`config.mk`:
```
export PLATFORM = sky130hd
export DESIGN_NAME = ball_engine
export DESIGN_NICKNAME = d
export VERILOG_FILES = /design/src/rtl/ball_engine.sv
export SDC_FILE = /design/constraint.sdc
export NUM_CORES = 1
export LEC_CHECK = 0
export CORE_ASPECT_RATIO = 0.8
export CORE_UTILIZATION = 65
export CTS_CLUSTER_DIAMETER = 40
export CTS_CLUSTER_SIZE = 24
export DETAILED_ROUTE_END_ITERATION = 7
export PLACE_DENSITY = 0.93
export SYNTH_ARGS = -nofsm -noshare
export SYNTH_HDL_FRONTEND = slang
export SYNTH_SLANG_ARGS = --single-unit
```
`constraint.sdc`:
```
create_clock -name clk_0 -period 4.7 [get_ports clk_0]
set_input_delay 0.47 -clock clk_0 [delete_from_list [all_inputs] [get_ports clk_0]]
set_output_delay 0.47 -clock clk_0 [all_outputs]
set_load 0.005 [all_outputs]
```
`src/rtl/ball_engine.sv`:
```
// Ball motion, wall/goal handling, scoring and match-flow FSM for the Pong engine.
// Optional build macro: BALL_ENGINE_WIN_BY_TWO_EN (win needs a 2-point lead).
module ball_engine #(
  parameter int H_VIDEO         = 640,
  parameter int V_VIDEO         = 480,
  parameter int SQ_WIDTH        = 16,
  parameter int CLK_HZ          = 25_175_000,
  parameter int VEL_WIDTH       = 10,
  parameter int MAX_SCORE       = 11,
  parameter int SCORE_WIDTH     = 4,
  parameter int SERVE_DELAY_CYC = 50_350_000,
  parameter int SAFE_START_CYC  = 2_500_000,
  parameter int Y_MIN           = 100,
  parameter int Y_MAX           = 380
) (
  input  logic                   clk_0,
  input  logic                   rst,
  input  logic                   btn_any,
  input  logic [VEL_WIDTH-1:0]   x_vel,
  input  logic [VEL_WIDTH-1:0]   y_vel,
  input  logic                   bounce_x,
  input  logic                   set_ydir_vld,
  input  logic                   set_ydir,
  output logic [9:0]             sq_xpos,
  output logic [9:0]             sq_ypos,
  output logic                   sq_xdir,
  output logic                   sq_ydir,
  output logic                   sq_shown,
  output logic [SCORE_WIDTH-1:0] score_p1,
  output logic [SCORE_WIDTH-1:0] score_p2,
  output logic [1:0]             state,
  output logic                   point_p1,
  output logic                   point_p2
);

  localparam int ACC_W  = $clog2(CLK_HZ + 2**VEL_WIDTH);
  localparam int LOCK_W = $clog2(SAFE_START_CYC + 1);
  localparam int DLY_W  = $clog2(SERVE_DELAY_CYC + 1);

  localparam logic [9:0]             X_HOME    = 10'(H_VIDEO / 2);
  localparam logic [9:0]             Y_HOME    = 10'(V_VIDEO / 2);
  localparam logic [9:0]             X_GOAL    = 10'(H_VIDEO - SQ_WIDTH - 1);
  localparam logic [9:0]             Y_BOT     = 10'(V_VIDEO - SQ_WIDTH - 1);
  localparam logic [9:0]             ROW_MIN   = 10'(Y_MIN);
  localparam logic [9:0]             ROW_MAX   = 10'(Y_MAX);
  localparam logic [ACC_W-1:0]       ACC_TH    = ACC_W'(CLK_HZ);
  localparam logic [LOCK_W-1:0]      LOCK_MAX  = LOCK_W'(SAFE_START_CYC);
  localparam logic [DLY_W-1:0]       DLY_LAST  = DLY_W'(SERVE_DELAY_CYC - 1);
  localparam logic [SCORE_WIDTH-1:0] MAX_SC    = SCORE_WIDTH'(MAX_SCORE);

  typedef enum logic [1:0] {
    ST_STARTUP = 2'd0,
    ST_SERVE   = 2'd1,
    ST_PLAY    = 2'd2,
    ST_OVER    = 2'd3
  } state_t;

  state_t                   state_q, state_d;
  logic [9:0]               xpos_d, ypos_d, row_q, row_d;
  logic                     xdir_d, ydir_d, shown_d, pp1_d, pp2_d;
  logic                     row_up_q, row_up_d, armed_q, armed_d, spawn;
  logic [SCORE_WIDTH-1:0]   sc1_d, sc2_d, sc1_inc, sc2_inc;
  logic [ACC_W-1:0]         acc_x_q, acc_x_d, acc_y_q, acc_y_d, acc_x_nx, acc_y_nx;
  logic [LOCK_W-1:0]        lock_q, lock_d;
  logic [DLY_W-1:0]         dly_q, dly_d;
  logic                     x_step, y_step, p1_win, p2_win;

  assign state    = state_q;
  assign x_step   = acc_x_q >= ACC_TH;
  assign y_step   = acc_y_q >= ACC_TH;
  assign acc_x_nx = x_step ? acc_x_q - ACC_TH + ACC_W'(x_vel) : acc_x_q + ACC_W'(x_vel);
  assign acc_y_nx = y_step ? acc_y_q - ACC_TH + ACC_W'(y_vel) : acc_y_q + ACC_W'(y_vel);
  assign sc1_inc  = score_p1 + SCORE_WIDTH'(1);
  assign sc2_inc  = score_p2 + SCORE_WIDTH'(1);

`ifdef BALL_ENGINE_WIN_BY_TWO_EN
  // A score pinned at all-ones ends the match so the counter can never wrap.
  assign p1_win = (sc1_inc >= MAX_SC && {1'b0, sc1_inc} >= {1'b0, score_p2} + 2'd2) || (sc1_inc == '1);
  assign p2_win = (sc2_inc >= MAX_SC && {1'b0, sc2_inc} >= {1'b0, score_p1} + 2'd2) || (sc2_inc == '1);
`else
  assign p1_win = sc1_inc == MAX_SC;
  assign p2_win = sc2_inc == MAX_SC;
`endif

  always_ff @(posedge clk_0 or negedge rst) begin
    if (!rst) begin
      state_q  <= ST_STARTUP;
      sq_xpos  <= X_HOME;
      sq_ypos  <= Y_HOME;
      sq_xdir  <= 1'b0;
      sq_ydir  <= 1'b0;
      sq_shown <= 1'b0;
      score_p1 <= '0;
      score_p2 <= '0;
      point_p1 <= 1'b0;
      point_p2 <= 1'b0;
      acc_x_q  <= '0;
      acc_y_q  <= '0;
      lock_q   <= '0;
      dly_q    <= '0;
      row_q    <= ROW_MIN;
      row_up_q <= 1'b1;
      armed_q  <= 1'b0;
    end else begin
      state_q  <= state_d;
      sq_xpos  <= xpos_d;
      sq_ypos  <= ypos_d;
      sq_xdir  <= xdir_d;
      sq_ydir  <= ydir_d;
      sq_shown <= shown_d;
      score_p1 <= sc1_d;
      score_p2 <= sc2_d;
      point_p1 <= pp1_d;
      point_p2 <= pp2_d;
      acc_x_q  <= acc_x_d;
      acc_y_q  <= acc_y_d;
      lock_q   <= lock_d;
      dly_q    <= dly_d;
      row_q    <= row_d;
      row_up_q <= row_up_d;
      armed_q  <= armed_d;
    end
  end

  always_comb begin
    state_d  = state_q;
    xpos_d   = sq_xpos;
    ypos_d   = sq_ypos;
    xdir_d   = sq_xdir;
    ydir_d   = sq_ydir;
    shown_d  = sq_shown;
    sc1_d    = score_p1;
    sc2_d    = score_p2;
    pp1_d    = 1'b0;
    pp2_d    = 1'b0;
    acc_x_d  = acc_x_q;
    acc_y_d  = acc_y_q;
    lock_d   = lock_q;
    dly_d    = dly_q;
    row_d    = row_q;
    row_up_d = row_up_q;
    armed_d  = armed_q;
    spawn    = 1'b0;

    if (row_up_q) begin
      row_d = row_q + 10'd1;
      if (row_q + 10'd1 >= ROW_MAX) row_up_d = 1'b0;
    end else begin
      row_d = row_q - 10'd1;
      if (row_q - 10'd1 <= ROW_MIN) row_up_d = 1'b1;
    end

    if (lock_q != LOCK_MAX) lock_d = lock_q + LOCK_W'(1);

    unique case (state_q)
      ST_STARTUP: begin
        if (lock_q == LOCK_MAX && btn_any) begin
          spawn   = 1'b1;
          xdir_d  = 1'b0;
          state_d = ST_SERVE;
        end
      end
      ST_SERVE: begin
        if (dly_q == DLY_LAST) begin
          shown_d = 1'b1;
          state_d = ST_PLAY;
        end else begin
          dly_d = dly_q + DLY_W'(1);
        end
      end
      ST_PLAY: begin
        // Free motion first; wall and paddle nudges below replace the step on their axis.
        acc_x_d = acc_x_nx;
        acc_y_d = acc_y_nx;
        if (x_step) xpos_d = sq_xdir ? sq_xpos + 10'd1 : sq_xpos - 10'd1;
        if (y_step) ypos_d = sq_ydir ? sq_ypos + 10'd1 : sq_ypos - 10'd1;
        if (sq_xpos >= X_GOAL) begin
          sc1_d   = sc1_inc;
          pp1_d   = 1'b1;
          spawn   = 1'b1;
          xdir_d  = 1'b1;
          armed_d = 1'b0;
          state_d = p1_win ? ST_OVER : ST_SERVE;
        end else if (sq_xpos == '0) begin
          sc2_d   = sc2_inc;
          pp2_d   = 1'b1;
          spawn   = 1'b1;
          xdir_d  = 1'b0;
          armed_d = 1'b0;
          state_d = p2_win ? ST_OVER : ST_SERVE;
        end else if (sq_ypos >= Y_BOT) begin
          ydir_d = 1'b0;
          ypos_d = sq_ypos - 10'd1;
        end else if (sq_ypos == '0) begin
          ydir_d = 1'b1;
          ypos_d = sq_ypos + 10'd1;
        end else begin
          if (bounce_x) begin
            xdir_d = ~sq_xdir;
            xpos_d = sq_xdir ? sq_xpos - 10'd1 : sq_xpos + 10'd1;
          end
          if (set_ydir_vld) ydir_d = set_ydir;
        end
      end
      ST_OVER: begin
        if (!btn_any) begin
          armed_d = 1'b1;
        end else if (armed_q) begin
          sc1_d   = '0;
          sc2_d   = '0;
          spawn   = 1'b1;
          xdir_d  = 1'b0;
          armed_d = 1'b0;
          state_d = ST_SERVE;
        end
      end
      default: state_d = ST_STARTUP;
    endcase

    if (spawn) begin
      xpos_d  = X_HOME;
      ypos_d  = row_q;
      ydir_d  = row_q[0];
      acc_x_d = '0;
      acc_y_d = '0;
      shown_d = 1'b0;
      dly_d   = '0;
    end
  end

endmodule

```
# Word-level counts from Yosys, hierarchy flattened
# Cells that the tools add are included.
# classes
n_addsub,16
mux,80
n_reduce_logical,18
bitwise,1
eq_ne,22
magnitude_cmp,6
# ops
cell,n
10-bit two-way mux,19
25-bit two-way mux,6
25-bit by 10-bit adder with 25-bit output,4
26-bit two-way mux,3
"25-bit >= comparator, second input constant",2
"25-bit subtractor, second input constant",2
1-bit two-way mux,33
"10-bit by 1-bit adder with 10-bit output, second input constant",3
"10-bit by 1-bit subtractor with 10-bit output, second input constant",3
"26-bit by 1-bit adder with 26-bit output, second input constant",1
"26-bit equality test, second input constant",1
"22-bit by 1-bit adder with 22-bit output, second input constant",1
"22-bit equality test, second input constant",1
"22-bit inequality test, second input constant",1
"10-bit by 9-bit >= comparator with 1-bit output, second input constant",2
10-bit logical NOT,2
4-bit two-way mux,5
"2-bit inequality test, second input constant",10
2-bit two-way mux,8
4-bit one-hot mux with 2 select lines,2
"4-bit inequality test, second input constant",3
"10-bit >= comparator, second input constant",1
"10-bit by 7-bit <= comparator with 1-bit output, second input constant",1
5-bit AND reduction,2
other kinds (17),27
# word_totals
inputBits,26
out_inout_bits,35
wordCells,160
register_bits,145

# Longest topological paths before layout
# depth
word_depth,10
depth_mapped,12
ltp_nobuf,12

# Least setup slack after synthesis
# Ideal clock, no wire load.
# synth_path
path_type,input to register
start,input port y_vel[1]
end,register acc_y_q[24]
n_path_buf,0
cell_stages,10
setup_time_ns,0.078
required_ns,4.622
arrival_ns,3.175
slack_ns,1.447
cell_sequence,ha_1 -> fa_1 -> a21oi_1 -> or4b_1 -> a32oi_2 -> a21o_1 -> a311oi_1 -> o31a_1 -> or4_1 -> a21oi_1
# synth_via
elab_chain_cells,4
elab_cells_between_ends,5
cone_classes,2 x add/sub; 3 x mux
# synth_lines
element,line,rtl
start: declaration,20,"input logic [VEL_WIDTH-1:0] y_vel,"
25-bit by 10-bit adder with 25-bit output,72,assign acc_y_nx = y_step ? acc_y_q - ACC_TH + ACC_W'(y_vel) : acc_y_q + ACC_W'(y_vel);
25-bit two-way mux (*),72,
25-bit two-way mux (*),155,unique case (state_q)
25-bit two-way mux (*),220,if (spawn) begin
end signal: assignment,116,acc_y_q <= acc_y_d;
end: declaration,63,"logic [ACC_W-1:0] acc_x_q, acc_x_d, acc_y_q, acc_y_d, acc_x_nx, acc_y_nx;"
# Mark *: on every way between the ends. The rest lies on a longest branch, timed or not. The select of a mux whose other input is x is not followed.
# A chain may end at the register's enable or synchronous reset.

# Worst setup path after layout
# layout_path
start,register sq_xpos[0]
end,register sq_xpos[6]
# layout_via
elab_chain_cells,10
elab_cells_between_ends,18
cone_classes,2 x add/sub; 1 x order compare; 13 x mux; 2 x reduce/logical
# layout_lines
element,line,rtl
start: declaration,24,"output logic [9:0] sq_xpos,"
start signal: assignment,106,sq_xpos <= xpos_d;
10-bit by 1-bit subtractor with 10-bit output / 10-bit by 1-bit adder with 10-bit output (equally long branches),"175, 200",
10-bit two-way mux (2 in series),175,if (x_step) xpos_d = sq_xdir ? sq_xpos + 10'd1 : sq_xpos - 10'd1;
10-bit two-way mux,198,if (bounce_x) begin
10-bit two-way mux,194,end else if (sq_ypos == '0) begin
10-bit two-way mux,191,end else if (sq_ypos >= Y_BOT) begin
10-bit two-way mux,184,end else if (sq_xpos == '0) begin
10-bit two-way mux,177,if (sq_xpos >= X_GOAL) begin
10-bit two-way mux,155,
10-bit two-way mux,220,
# Several ways; a longest one is shown, not always the timed one. The select of a mux whose other input is x is not followed.

==> impl_metrics.json <==
{
  "drv_slew": 0,
  "timing.critical_path.from": "sq_xpos[0]$_DFFE_PN0P_",
  "ant_nets": 0,
  "core-area_um2": 19200,
  "clock_sinks": 145,
  "start_util_pct": 67.07,
  "synthFlopType": "dfrtp_1",
  "p_leak_uw": 0.006240,
  "fin_crit_sh_pct": 83.64,
  "grt_pass1_vias": 12046,
  "max-cap-violations": 0,
  "p_per_area_nw_per_um2": 198.0,
  "rrSetupSlack_ps": 770,
  "track_usage_pct": 37.42,
  "layout.cells.non_filler": 1846,
  "cts_hold_buf": 0,
  "area_growth_pct": 11.23,
  "num_rows": 45,
  "viasPerCell": 6.694,
  "synth_area_leader_cell": "dfrtp_1",
  "critPathBufInv": 2,
  "fmax_ghz": 0.2544,
  "synth_async_sr_flop_share_pct": 100.0,
  "final_cell_mix": "140 x nor2_1, 140 x ha_1, 135 x dfrtp_1",
  "cp.arrival_ps": 4320,
  "grt_setup_unrepaired": "false",
  "cts-root-buf": "clkbuf_16",
  "die_w_um": 159.4,
  "post-dp-hpwl_um": 25960,
  "post_cts_buffers": 0,
  "synth_seq_cells": 145,
  "synth_top_area_share_pct": 26.23,
  "finalCriticalPeriod_ps": 3931,
  "fin_tns_setup_ps": 0,
  "critPathRequiredTime_ps": 5090,
  "io_pins": 61,
  "crit_path_start_kind": "flip-flop",
  "yosysSeqAreaShare_pct": 28.27,
  "ff2ff_path_depth": 10,
  "grt_pass1_wl_um": 61090,
  "wire_per_inst_um": 19.91,
  "gp_congestion": 0.9626,
  "drc": 0,
  "syn_area_per_cell_um2": 8.389,
  "portBuffers": 60,
  "critPathCaptureType": "flip-flop",
  "fp.dieH_um": 127.9,
  "drt-total-wl_um": 36750,
  "critPathKind": "reg -> reg",
  "synth-edff-count": 0,
  "tritoncts": "yes",
  "grt_overflow": 0,
  "drt_iter0_drc": 1644,
  "cp_slowest_cell": "or2_0",
  "antenna_found_initial": 0,
  "postCtsResizedCells": 0,
  "hold_path_class": "in -> async",
  "synth.distinct_cells": 84,
  "max_stage_delay_ps": 690,
  "cts_buffer_depth": 2,
  "dpl.cell_count": 1814,
  "syn_nets": 1718,
  "yosysWarnings": 0,
  "dr.pass1.iters": 7,
  "path_max_fanout": 33,
  "htreeDepth": 4,
  "drive_gt1_share_pct": 5.730,
  "slew_headroom_pct": 26.39,
  "num_vias": 12357,
  "worstSetupPathDepth": 10,
  "grt_max_degree": 108,
  "setup_viol": 0,
  "clk_pin_slew_ps": 70,
  "nets": 1758,
  "synth.area.top_cells": "dfrtp_1 26%, ha_1 14%, xnor2_1 5.4%",
  "status": "complete, no violations",
  "crit_chain": "inv_1 > ha_1 > nor3b_1 > and4_1 > or2_0 > nand2_1 > a21oi_4 > buf_4 > a21oi_1 > nand3_1",
  "clkLatencyLatePin_ps": 450,
  "r2r-start": "sq_xpos[0]$_DFFE_PN0P_",
  "final_hold_viol_count": 0,
  "antennaDiodeCount": 0,
  "worstMarginPinSlew_ps": 1092,
  "synth_cells": 1535,
  "max-vdd-ir-drop_v": 0.0001899,
  "syn-cell-area_um2": 12880,
  "cts_buffers": 17,
  "skew_ps": 12.44,
  "die_area_um2": 20380,
  "path_delay_family": "simple AND/OR/NAND/NOR gates"
}
state kept, by name, indices dropped and copies added, names as in the netlist:
name      flops
armed_q       1
row_q        10
state         2
point_p2      1
score_p2      4
dly_q        26
sq_ypos      10
sq_xdir       1
lock_q       22
sq_shown      1
acc_y_q      25
row_up_q      1
score_p1      4
sq_xpos      10
acc_x_q      25
sq_ydir       1
point_p1      1
per-layer routing:
layer | global-route usage [%] | wire, um | part of all wire, %
met3 | 9.576 | 4205 | 11
met2 | 59.55 | 16500 | 45
met5 | 0 | 0 | 0
met1 | 48.80 | 14770 | 40
met4 | 15.67 | 1279 | 3.5
cell usage after synthesis (5+ instances only):
cell type and count:
nor3_1 45, nand2b_1 16, fa_1 16, o211ai_1 15
dfrtp_1 135, nor3b_1 5, nor2b_1 7, a22oi_1 6
o221ai_1 6, inv_1 115, and3b_1 5, nor2_1 140
a221oi_1 6, a21o_1 13, a31oi_1 23, a21oi_1 99
dfstp_2 10, o31ai_1 12, a211o_1 7, nor4b_1 5
xnor2_1 80, clkbuf_1 42, mux2i_1 11, o21a_1 10
and2_1 6, nand3_1 52, and3_1 24, a21boi_0 5
o21bai_1 14, o41ai_1 8, o21ai_0 102, a211oi_1 12
xor2_1 43, o22ai_1 15, or2_2 9, nor4_1 23
ha_1 141, nand2_1 118, or3_1 14, nand4_1 28
metrics by stage:
stage / cell area (um2) / power (uW) / hold WS, ps / setup WS [ps] / utilization (%)
after detailed placement: 13710 / 1437 / 458.6 / 608.4 / 71.42
after floorplan: 12880 / 1364 / 174.4 / 1447 / -
after CTS: 14320 / 2830 / 193.6 / 924.1 / 74.60
final: 14320 / 2836 / 125.5 / 769.0 / 74.60
after global routing: 14320 / 2904 / 204.9 / 625.8 / 74.60
after global placement: 13710 / 1430 / 454.2 / 692.7 / 71.42
area by class of cell:
type	count	area (um2)
clock buffers	17	425.4
inverters	116	435.4
fillers	1330	4876
repair buffers	73	699.4
flip-flops and latches	145	3641
clock inverters	15	186.4
well taps	258	322.8
multi-input cells	1222	8613
cell families (layout without fill, tap and decap cells):
logic type	Yosys count	in the layout	synth area share, %
AOI/OAI and AO/OA	408	408	20.93
xor gates and xnor gates	123	123	8.366
adders and majority gates	157	157	16.19
buffers and inverters	168	221	5.111
DFF	145	145	28.27
muxes	13	13	1.030
and+or+nand+nor	521	521	20.10
worst paths after layout:
| path | to |
|---|---|
| max in group asynchronous | sq_xpos[6]$_DFFE_PN1P_ |
| min reg2reg | lock_q[21]$_DFFE_PN0P_ |
| min | point_p1$_DFF_PN0_ |
| max reg2reg | sq_xpos[6]$_DFFE_PN1P_ |
| max | sq_xpos[6]$_DFFE_PN1P_ |
| min in group clk_0 | lock_q[21]$_DFFE_PN0P_ |
power breakdown:
group | internal [uW] | switching, uW | total [uW]
combinational | 67.3 | 99.0 | 166
sequential | 1250 | 0.855 | 1250
clock | 724 | 697 | 1420
Power figures use the tool's default switching activity.
